[src/rtl/jace_pkg.sv]
// ---------------------------------------------------------------------------
// jace_pkg
// Shared types and constants for the Jupiter ACE video RAM arbiter.
//   VRAM_AW / VRAM_DW : default RAM geometry (1K x 8)
//   STALL_W           : width of the CPU stall counter
//   cpu_state_t       : CPU access FSM states
//   sat_inc           : saturating increment for the stall counter
// ---------------------------------------------------------------------------
package jace_pkg;

  localparam int VRAM_AW = 10;
  localparam int VRAM_DW = 8;
  localparam int STALL_W = 16;

  typedef enum logic [1:0] {
    C_IDLE = 2'd0,
    C_PEND = 2'd1,
    C_RD   = 2'd2,
    C_DONE = 2'd3
  } cpu_state_t;

  function automatic logic [STALL_W-1:0] sat_inc(input logic [STALL_W-1:0] v);
    return (&v) ? v : v + STALL_W'(1);
  endfunction

endpackage

[src/rtl/jace_vid_pipe.sv]
// ---------------------------------------------------------------------------
// jace_vid_pipe
// Fixed-latency valid pipeline for video fetches.
//   clk, reset_n     : clock, asynchronous active-low reset
//   vid_req          : single-cycle fetch strobe
//   ram_rdata        : RAM read data (valid one cycle after the RAM issue)
//   issue_slot_busy  : the RAM port slot of the next cycle belongs to video
//   vid_issue        : video owns the RAM port in the current cycle
//   vid_data         : fetched byte, valid with vid_valid
//   vid_valid        : one-cycle pulse, three cycles after vid_req
// ---------------------------------------------------------------------------
module jace_vid_pipe
  import jace_pkg::*;
#(
  parameter int DW = VRAM_DW
) (
  input  logic          clk,
  input  logic          reset_n,
  input  logic          vid_req,
  input  logic [DW-1:0] ram_rdata,
  output logic          issue_slot_busy,
  output logic          vid_issue,
  output logic [DW-1:0] vid_data,
  output logic          vid_valid
);

  logic          vld_p0;
  logic          vld_p1;
  logic          vld_p2;
  logic [DW-1:0] data_p2;

  // Video always wins the port, so a request claims the next slot outright.
  assign issue_slot_busy = vid_req;

  always_ff @(posedge clk or negedge reset_n) begin
    if (!reset_n) begin
      vld_p0  <= 1'b0;
      vld_p1  <= 1'b0;
      vld_p2  <= 1'b0;
      data_p2 <= '0;
    end else begin
      // p0: RAM issue cycle
      vld_p0 <= vid_req;
      // p1: RAM read data valid on ram_rdata
      vld_p1 <= vld_p0;
      // p2: registered result presented to the fetcher
      vld_p2 <= vld_p1;
      if (vld_p1) data_p2 <= ram_rdata;
    end
  end

  assign vid_issue = vld_p0;
  assign vid_data  = data_p2;
  assign vid_valid = vld_p2;

endmodule

[src/rtl/jace_vram_arbiter.sv]
// ---------------------------------------------------------------------------
// jace_vram_arbiter
// Shares one single-port video RAM between the Z80 and the video fetcher.
// Video fetches have fixed latency 3; the CPU uses free port cycles and is
// held off through cpu_wait_n.
//   clk, reset_n                     : clk_65 domain, async active-low reset
//   vid_active, vid_req, vid_addr    : video timing / fetch request
//   vid_data, vid_valid              : fetch result
//   cpu_sel, cpu_we, cpu_addr,
//   cpu_wdata                        : CPU access request (level)
//   cpu_rdata, cpu_wait_n            : CPU read data / wait
//   ram_ce, ram_we, ram_addr,
//   ram_wdata, ram_rdata             : RAM primitive port
//   stall_cnt                        : wait cycles of the last completed access
// ---------------------------------------------------------------------------
module jace_vram_arbiter
  import jace_pkg::*;
#(
  parameter int AW              = VRAM_AW,
  parameter int DW              = VRAM_DW,
  parameter bit BLOCK_IN_ACTIVE = 1'b1
) (
  input  logic               clk,
  input  logic               reset_n,
  input  logic               vid_active,
  input  logic               vid_req,
  input  logic [AW-1:0]      vid_addr,
  output logic [DW-1:0]      vid_data,
  output logic               vid_valid,
  input  logic               cpu_sel,
  input  logic               cpu_we,
  input  logic [AW-1:0]      cpu_addr,
  input  logic [DW-1:0]      cpu_wdata,
  output logic [DW-1:0]      cpu_rdata,
  output logic               cpu_wait_n,
  output logic               ram_ce,
  output logic               ram_we,
  output logic [AW-1:0]      ram_addr,
  output logic [DW-1:0]      ram_wdata,
  input  logic [DW-1:0]      ram_rdata,
  output logic [STALL_W-1:0] stall_cnt
);

  logic               issue_slot_busy;
  logic               vid_issue;
  logic               cpu_issue;
  logic               cpu_iss_p0;
  logic               cpu_rd_p1;
  logic [STALL_W-1:0] stall_acc;
  cpu_state_t         state;

  jace_vid_pipe #(.DW(DW)) u_vid_pipe (
    .clk             (clk),
    .reset_n         (reset_n),
    .vid_req         (vid_req),
    .ram_rdata       (ram_rdata),
    .issue_slot_busy (issue_slot_busy),
    .vid_issue       (vid_issue),
    .vid_data        (vid_data),
    .vid_valid       (vid_valid)
  );

  // CPU may take the next port slot only when video has not claimed it and,
  // in authentic mode, the display is outside the active area.
  assign cpu_issue = (state == C_PEND) && cpu_sel && !issue_slot_busy &&
                     !(BLOCK_IN_ACTIVE && vid_active);

  // Combinational so the Z80 sees wait in the same clk_65 cycle it selects;
  // forced high during reset.
  assign cpu_wait_n = ~(reset_n & cpu_sel & (state != C_DONE));

  always_ff @(posedge clk or negedge reset_n) begin
    if (!reset_n) begin
      state      <= C_IDLE;
      ram_ce     <= 1'b0;
      ram_we     <= 1'b0;
      ram_addr   <= '0;
      ram_wdata  <= '0;
      cpu_rdata  <= '0;
      cpu_iss_p0 <= 1'b0;
      cpu_rd_p1  <= 1'b0;
      stall_acc  <= '0;
      stall_cnt  <= '0;
    end else begin
      // p0: RAM port registers, video has priority
      ram_ce <= issue_slot_busy | cpu_issue;
      ram_we <= cpu_issue & cpu_we;
      if (issue_slot_busy) begin
        ram_addr <= vid_addr;
      end else if (cpu_issue) begin
        ram_addr <= cpu_addr;
      end
      if (cpu_issue && cpu_we) ram_wdata <= cpu_wdata;
      cpu_iss_p0 <= cpu_issue;
      // p1: CPU read data valid on ram_rdata
      cpu_rd_p1  <= cpu_iss_p0 & ~ram_we;

      if (!cpu_wait_n) stall_acc <= sat_inc(stall_acc);

      case (state)
        C_IDLE: begin
          if (cpu_sel) begin
            state     <= C_PEND;
            // Restart the count including the selecting cycle itself.
            stall_acc <= STALL_W'(1);
          end
        end
        C_PEND: begin
          if (!cpu_sel) begin
            state <= C_IDLE;
          end else if (cpu_issue) begin
            if (cpu_we) begin
              state     <= C_DONE;
              stall_cnt <= sat_inc(stall_acc);
            end else begin
              state <= C_RD;
            end
          end
        end
        C_RD: begin
          // A deselected read still completes so the RAM sequence stays clean.
          if (cpu_rd_p1) begin
            cpu_rdata <= ram_rdata;
            if (cpu_sel) begin
              state     <= C_DONE;
              stall_cnt <= sat_inc(stall_acc);
            end else begin
              state <= C_IDLE;
            end
          end
        end
        C_DONE: begin
          if (!cpu_sel) state <= C_IDLE;
        end
        default: state <= C_IDLE;
      endcase
    end
  end

  a_one_port_owner: assert property (@(posedge clk) disable iff (!reset_n)
    !(vid_issue && cpu_iss_p0));

endmodule

[config.mk]
export PLATFORM = sky130hd
export DESIGN_NAME = jace_vram_arbiter
export DESIGN_NICKNAME = d
export VERILOG_FILES = /design/src/rtl/jace_pkg.sv /design/src/rtl/jace_vid_pipe.sv /design/src/rtl/jace_vram_arbiter.sv
export SDC_FILE = /design/constraint.sdc
export NUM_CORES = 1
export LEC_CHECK = 0
export ABC_CLOCK_PERIOD_IN_PS = 2700
export CAP_MARGIN = 25
export CORE_ASPECT_RATIO = 0.7
export CORE_UTILIZATION = 48
export CTS_CLUSTER_SIZE = 16
export DETAILED_ROUTE_END_ITERATION = 10
export PLACE_DENSITY = 0.78
export REMOVE_ABC_BUFFERS = 1
export SYNTH_ARGS = -nofsm -noshare
export SYNTH_HDL_FRONTEND = slang
export SYNTH_SLANG_ARGS = --single-unit
[constraint.sdc]
create_clock -name clk -period 2.7 [get_ports clk]
set_clock_uncertainty 0.15 [all_clocks]
set_input_delay 0.405 -clock clk [delete_from_list [all_inputs] [get_ports clk]]
set_output_delay 0.405 -clock clk [all_outputs]
set_load 0.005 [all_outputs]
# == Yosys cells after proc, flatten, opt, wreduce, memory -nomap -nowiden ==
# Cells that the tools add are included.
# totals
ff_bits,75
latch_bits,0
mem_bits_rw,0
romBits,0
inputBits,42
output_inout_bits,54
word_cells,67
mem_count,0
# classes
addsub,1
n_mul,0
div,0
magnitude_cmp,0
n_eq_ne,12
shift,0
muxes,20
n_bitwise,7
reduce_logical,13
# ops
operator,count
$mux 16,9
$pmux 16 s2,1
$mux 10,2
$add 16x1->16 const B,1
$ne 2x2->1 const B,8
$reduce_and 16->1,1
$mux 2,6
$pmux 2 s4,1
$reduce_and 6->1,1
$and 1x1->1,4
$eq 2x2->1 const B,2
$logic_and 1x1->1,4
$reduce_and 4->1,1
$reduce_bool 2->1,2
$ne 3x3->1 const B,1
$eq 2x1->1 const B,1
$logic_not 1->1,2
$logic_not 2->1,1
$not 1->1,2
$reduce_and 2->1,1
$mux 1,1
$or 1x1->1,1

# == Longest topological paths before layout ==
# Gate-level depths: netlist of run 1.
# depth
ltp_word,7
ltp_mapped,7
ltp_nobuf,5

# == Hierarchy ==
# Synthesis of run 1 repeated with hierarchy kept, for this count alone.
# hier_totals
hier_cells,327
hier_area_um2,3497.1
# by_module_without_submodules
module,n_inst,cells_per_inst,area_per_inst_um2,seq_area_each_um2
jace_vram_arbiter,1,306,3083.0,1601.5
jace_vid_pipe,1,21,414.1,275.3

# == Worst setup path before layout of run 1 ==
# Ideal clock, no wire load.
# synth_timing
path_type,reg-to-reg
startpoint,register (tool-made name)
endpoint,register stall_cnt[1]
setup_ns,0.125
arrival_time_ns,1.889
required_ns,2.425
setup_slack_ns,0.536
stages_incl_launch_ff,6
n_path_buf,0
period_less_slack_ns,2.164
cell_sequence,dfrtp_1 > ha_1 > nand4_1 > or4_4 > mux2_4 > mux2_4
# synth_lines
item,line_no,source
to (signal assigned),jace_vram_arbiter.sv:114,stall_cnt <= sat_inc(stall_acc);
to (signal assigned),jace_vram_arbiter.sv:126,stall_cnt <= sat_inc(stall_acc);
to (decl),jace_vram_arbiter.sv:41,output logic [STALL_W-1:0] stall_cnt

# == Worst setup path after layout of run 1 ==
# layout_timing
startpoint,input reset_n
endpoint,output cpu_wait_n
# layout_via
elab_chain_cells,3
# layout_lines
item,line_no,source
from (decl),jace_vram_arbiter.sv:24,"input logic reset_n,"
$and 1x1->1 (2 in a row),jace_vram_arbiter.sv:70,assign cpu_wait_n = ~(reset_n & cpu_sel & (state != C_DONE));
$not 1->1,jace_vram_arbiter.sv:70,
to (decl),jace_vram_arbiter.sv:35,"output logic cpu_wait_n,"
# Every way passes these cells.

==> metrics.md, run 1 <==
| Metric | Value |
|---|---|
| Via density per instance | between 5 and 6 |
| Starting Density | between 50% and 60% |
| Diodes inserted | 0 |
| Total die area | 7800 um2 |
| Power per cell area | 515 nW/um2 |
| Crit Path Class | input port to output port |
| Adder-Cell Fraction of Synth Area | less than 1% |
| Mapped Cells | roughly 320 |
| Syn avg cell area | 11.1 um2 |
| Maximum clock rate | ~390 MHz |
| Die width | ~110 um |
| Worst Tran Pin Value | approximately 0.57 ns |
| GRT Overall Usage | 23.8% |
| Largest family of logic cells by synthesized area | simple AND/OR/NAND/NOR gates |
| VDD IR-drop max | about 370 uV |
| CP Capture Type | output port |
| Post-synthesis sequential area ratio | a little over half |
| CTS clk-pin slew, worst paths | roughly 0.08 ns |
| Multiplexer share of the synthesized area | approximately 14% |
| Maxcap violations | 0 |
| Post-CTS Resized | 0 |
| Drt drc | 0 |
| Sw power | approximately 0.0007 W |
| Fin area | between 4000 and 5000 um2 |
| Compound-Gate Fraction of Synth Area | approximately 14% |
| Worst hold path type | flop to flop |
| TritonCTS Sinks | 75 |
| Largest net degree at the start of global routing | 76 |
| DR iter-0 viols | between 200 and 300 |
| Top-Level Pins | between 90 and 100 |
| Synthesis Warnings | 0 |
| Crit path time final | between 2 and 3 ns |
| CTS buffer count | 9 |
| Post-Syn Area | ~3600 um2 |
| #FFs+latches synth | 75 |
| Detailed Route WL | 8.80 mm |
| Sw frac | ~29% |
| Internal power | about 0.0018 W |
| Core area | approximately 7000 um2 |
| Clock root buffer | clkbuf_8 |
| Worst R2R Path Depth | 5 |
| EDFF count, synth | 0 |
| Max-slew violations | 0 |
| Die Y | about 74 um |
| Setup TNS | 0 ns |
| Register share of total power | between 50% and 60% |
| XOR/XNOR Fraction of Synth Area | under 10% |
| Maximum clock path buffer count | 2 |
| Period utilization | between 90% and 100% |
| Reg2Reg Setup Slack | 0.28 ns |
| Pleak | ~2.1 nW |
| Post-Synth Simple-Gate Area | 15.1% |
| Num rows | 25 |
| Vias | 2,983 |
| Post-route ant nets | 0 |
| Hold depth | 0 |
| Synth Flop Type | dfrtp_1 |
| Cts-stage hold buffer count | 0 |
| H-tree depth | 3 |
| Data arrival, critical path | about 2 ns |
| First-pass DRT Iterations | 5 |
| Number of global-route vias before repair | 2,874 |
| # fillers | ~530 |
| Clock power frac | 32.1% |
| Dpl hpwl | between 6 and 7 mm |
| CTS tree | yes |
| Final #Nets | around 460 |
| Post-synth ARST share | 100% |
| Gate power share | between 15 and 20% |
| Max_slew headroom | 61.8% |
| Fraction of layout cells with a size suffix above 1 | between 10% and 20% |
| Initial antenna violation count | 0 |
| CP Data Required Time | 2.14 ns |
| Routed WL per cell | roughly 17 um |
| Clk Latency, worst-skew pair | ~0.36 ns |
| Crit-path max FO | 8 |
| Cell Area, Placed | approximately 4600 um2 |
| CP Launch Type | input port |
| RSZ-0062 raised after global routing | false |
| Post CTS Setup Buffer Count | 0 |
| Number of distinct library cells after synthesis | 52 |
| Final setup fails | 0 |
| Global-route wire length before repair | 14.3 mm |
| GR Overflow Total | 0 |
| Status | complete, no violations |
| Area growth syn-to-layout | 35.9% |
| Final Hold Vio Count | 0 |
| Port Buffers | 95 |
| GP Congestion | around 0.89 |
cell families after synthesis:
group / count (synthesis)
and+or+nand+nor: 94
AOI/OAI and AO/OA: 75
DFF: 75
muxes: 44
buffers and inverters: 27
xor gates and xnor gates: 5
adders and majority gates: 1
per-stage QoR:
stage,hold slack [ns],utilization (%),setup slack [ns],power [W],std cells
2_1_floorplan,-0.0406,-,0.156,0.00146,298
3_3_place_gp,0.183,66.5,0.233,0.00169,501
3_5_place_dp,0.186,66.5,0.193,0.00170,501
4_1_cts,0.179,69.1,0.175,0.00251,517
5_1_grt,0.226,69.6,0.0608,0.00262,519
6_report,0.204,69.6,0.116,0.00250,519
power by group through the flow:
stage	clock network [W]	logic, W	registers, W
after floorplan	0	0.000165	0.00130
after global placement	0	0.000381	0.00131
after detailed placement	0	0.000391	0.00131
after CTS	0.000824	0.000395	0.00129
after global routing	0.000869	0.000442	0.00131
final	0.000802	0.000401	0.00130
critical path, cell delays in order:
cell	delay (ns)
dlygate4sd3_1	0.53
buf_4	0.14
nand2_1	0.16
a21oi_2	0.06
inv_1	0.19
clkdlybuf4s50_1	0.54
placed cells by master (no fill, tap or decap), drive strengths merged, types with 4 or more instances in the layout:
cell type,netlist,routed
clkdlybuf4s50,0,94
dfrtp,75,75
mux2,34,34
o21ai,27,27
nand2,20,20
buf,11,16
nor2,15,15
a21oi,11,11
mux2i,10,10
nand3,10,10
a31oi,9,9
clkbuf,12,9
nor3,8,8
inv,4,8
or4,6,6
nor4,5,5
and3,5,5
xnor2,5,5
a2bb2oi,5,5
o31ai,4,4
nand2b,4,4
nand4,4,4
routing by layer:
layer / vias to the layer above / part of all wire, % / global-route usage, %
li1: 1385 / - / -
met1: 1441 / 47 / 33.6
met2: 148 / 43 / 35.5
met3: 9 / 9.4 / 8.24
met4: 0 / 0.83 / 6.42
met5: - / 0 / 0
final timing paths:
kind | startpoint | endpoint
worst max-delay path | reset_n | cpu_wait_n
worst min-delay path | u_vid_pipe.vid_issue | u_vid_pipe.vld_p1
worst max register to register | stall_acc[1] | stall_cnt[1]
worst min register to register | u_vid_pipe.vid_issue | u_vid_pipe.vld_p1
max in group asynchronous | reset_n | ram_we
min in group asynchronous | reset_n | stall_cnt[6]
final cells by class:
cell class	instances	area, um2	area share (%)
clock buffer	9	124	2.55
clock inverter	7	55.1	1.13
inverter	4	15.0	0.309
multi-input combinational	219	1580	32.5
sequential	75	1880	38.6
tap	94	118	2.42
timing repair buffer	111	1090	22.5
synthesized netlist by cell type, types with 3 or more instances:
cell        n  area share (%)
a21oi_1    10             1.4
a2bb2oi_1   5             1.2
a31oi_1     9             1.6
a41o_1      3            0.84
and3_1      5            0.88
and4_1      3            0.74
buf_2      10             1.4
clkbuf_1   10             1.1
dfrtp_1    75              53
inv_1       4            0.42
mux2_2     32              10
mux2i_1    10             2.8
nand2_1    20             2.1
nand2b_1    4            0.70
nand3_1     9             1.3
nand4_1     3            0.53
nor2_1     14             1.5
nor3_1      8             1.1
nor4_1      5            0.88
o21ai_0    27             3.8
o31ai_1     4            0.84
o41ai_1     3            0.74
or2_2       3            0.53
or3_1       3            0.53
or4_1       4            0.84
xnor2_1     5             1.2
(Power assumes the default switching activity.)
==> run 2, diff against run 1 <==
--- a/config.mk
+++ b/config.mk
@@ -6,7 +6,7 @@
 export NUM_CORES = 1
 export LEC_CHECK = 0
 export ABC_CLOCK_PERIOD_IN_PS = 2700
-export CAP_MARGIN = 25
+export CAP_MARGIN = 20
 export CORE_ASPECT_RATIO = 0.7
 export CORE_UTILIZATION = 48
 export CTS_CLUSTER_SIZE = 16
@@ -16,3 +16,4 @@
 export SYNTH_ARGS = -nofsm -noshare
 export SYNTH_HDL_FRONTEND = slang
 export SYNTH_SLANG_ARGS = --single-unit
+export TNS_END_PERCENT = 30
==> run 2 against run 1 <==
Effect of this change:
- worst hold slack lost 0.071 ns
- sequential power hardly changed
- register-to-register slack about the same
- sequential share of layout area rose by 0.30 points
- non-clock buffer count fell by 2
- maximum frequency is 0.73% higher
- count of clock-buffer cells in the layout did not move
- total power is 0.13% lower
- via count is 0.17% higher
- flip-flop and latch count unchanged
- global-route usage stayed put
- utilization shrank 0.54 points
- largest power group unchanged
- highest routed layer unchanged
==> metrics.md, run 2 (same netlist as run 1, synthesis figures left out) <==
| Metric | Value |
|---|---|
| Most frequent CP cell | clkdlybuf4s50_1 |
| CP peak stage delay | between 0.6 and 0.7 ns |
| Dpl hpwl | a little over 6 mm |
| Initial antenna violation count | 0 |
| Internal power | 0.00178 W |
| Sw power | ~0.00072 W |
| RSZ-0062 raised after global routing | false |
| Period utilization | roughly 95% |
| GP Congestion | roughly 0.9 |
| Crit path time final | 2.57 ns |
| Starting Density | between 50 and 60% |
| Worst hold path type | input port to async pin |
| Worst r2r src | stall_acc[1] |
| Drt drc | 0 |
| CP Launch Type | input port |
| Cts-stage hold buffer count | 0 |
| Reg2Reg Setup Slack | 0.29 ns |
| Register share of total power | about half |
| # fillers | around 540 |
| Most common cell after layout, fill and taps aside | clkdlybuf4s50_1 |
| Die Y | between 70 and 80 um |
| Post-CTS Resized | 0 |
| Bufs and invs on worst path | 3 |
| Top delay family on crit path | buffers and inverters |
| TritonCTS Sinks | between 70 and 80 |
| H-tree depth | 3 |
| CTS clk-pin slew, worst paths | roughly 0.080 ns |
| Final Hold Vio Count | 0 |
| Worst Tran Pin Value | roughly 0.9 ns |
| Global-route wire length before repair | ~14 mm |
| CTS buffer count | 9 |
| Pleak | just over 2 nW |
| Clock root buffer | clkbuf_8 |
| Max-slew violations | 0 |
| Sw frac | between 20% and 30% |
| DR iter-0 viols | around 200 |
| Maxcap violations | 0 |
| Final #Nets | roughly 460 |
| Slowest stage cell on the critical path | clkdlybuf4s50_1 |
| Post-route ant nets | 0 |
| Overall power | 0.00250 W |
| CTS tree | yes |
| Maximum clock rate | between 300 and 400 MHz |
| Status | complete, no violations |
| Final setup fails | 0 |
| Detailed Route WL | roughly 8.8 mm |
| Finished Core Util | between 60% and 70% |
| Crit-path max FO | 8 |
| Die width | 105 um |
| GR Overflow Total | 0 |
| VDD IR-drop max | 367 uV |
| Data arrival, critical path | between 2 and 2.5 ns |
| Vias | around 3,000 |
| Reg2reg end | stall_cnt[1] |
| Port Buffers | 95 |
| Post CTS Setup Buffer Count | 0 |
| Maximum clock path buffer count | 2 |
| GRT Overall Usage | 23.8% |
| Core area | 6980 um2 |
| Most frequent cells in the layout | clkdlybuf4s50_1, dfrtp_1, mux2_2, o21ai_0, nand2_1 |
| Setup TNS | 0 ns |
| CP cell instances | clkdlybuf4s50_1 > nand2_1 > a21oi_2 > inv_1 > clkdlybuf4s50_1 |
| Number of global-route vias before repair | about 2,900 |
| Max_slew headroom | between 30% and 40% |
| Fraction of layout cells with a size suffix above 1 | between 10% and 20% |
| Clk Latency, worst-skew pair | 0.36 ns |
| Total die area | 7800 um2 |
| Diodes inserted | 0 |
| Num rows | 25 |
| Clock power frac | roughly a third |
| Via density per instance | ~5.8 |
| Routed WL per cell | around 17 um |
| Top-Level Pins | 96 |
| CP Capture Type | output port |
| Area growth syn-to-layout | 34.8% |
| First-pass DRT Iterations | 5 |
| Power per cell area | about 520 nW/um2 |
| Worst R2R Path Depth | 5 |
| CP Data Required Time | around 2.1 ns |
| Crit Path Class | input port to output port |
| Gate power share | between 15 and 20% |
| Largest net degree at the start of global routing | 76 |
## run 2: cell count changes in the layout (fill, tap and decap cells not counted)
| cell | before | now |
|---|---|---|
| buf_16 | 1 | 0 |
| dlygate4sd3_1 | 1 | 0 |
## run 2: power groups by stage
stage          Combinational, W  Sequential (W)  Clock [W]
2_1_floorplan          0.000165         0.00130          0
3_3_place_gp           0.000381         0.00131          0
4_1_cts                0.000395         0.00129   0.000824
5_1_grt                0.000436         0.00131   0.000869
3_5_place_dp           0.000391         0.00131          0
6_report               0.000395         0.00130   0.000805
## run 2: how the worst max path moves through the flow
stage / from / endpoint / depth (start not counted)
after global placement: cpu_sel / cpu_wait_n / 5
final: cpu_sel / cpu_wait_n / 5
after detailed placement: cpu_sel / cpu_wait_n / 5
after floorplan: flop / flop / 5
after global routing: cpu_sel / cpu_wait_n / 5
after CTS: cpu_sel / cpu_wait_n / 5
## run 2: routing by layer
| metal | global-route usage [%] | vias to the layer above | part of all wire [%] |
|---|---|---|---|
| li1 | - | 1384 | - |
| met1 | 33.6 | 1451 | 48 |
| met2 | 35.5 | 144 | 43 |
| met3 | 8.24 | 9 | 8.7 |
| met4 | 6.42 | 0 | 0.83 |
| met5 | 0 | - | 0 |
## run 2: per-stage QoR
stage | cell area, um2 | hold WS [ns] | worst slack, ns | cells
after global routing | 4820 | 0.208 | 0.109 | 517
after global placement | 4640 | 0.183 | 0.233 | 501
after CTS | 4820 | 0.179 | 0.175 | 517
after detailed placement | 4640 | 0.186 | 0.193 | 501
after floorplan | 3470 | -0.0406 | 0.156 | 298
final | 4820 | 0.133 | 0.134 | 517
## run 2: area by class of cell
class                      count  area, um2  share of cell area [%]
clock buffer                   9        124                    2.57
clock inverter                 7       55.1                    1.14
inverter                       4       15.0                   0.312
multi-input combinational    219       1580                    32.7
sequential                    75       1880                    38.9
tap                           94        118                    2.44
timing repair buffer         109       1050                    21.9
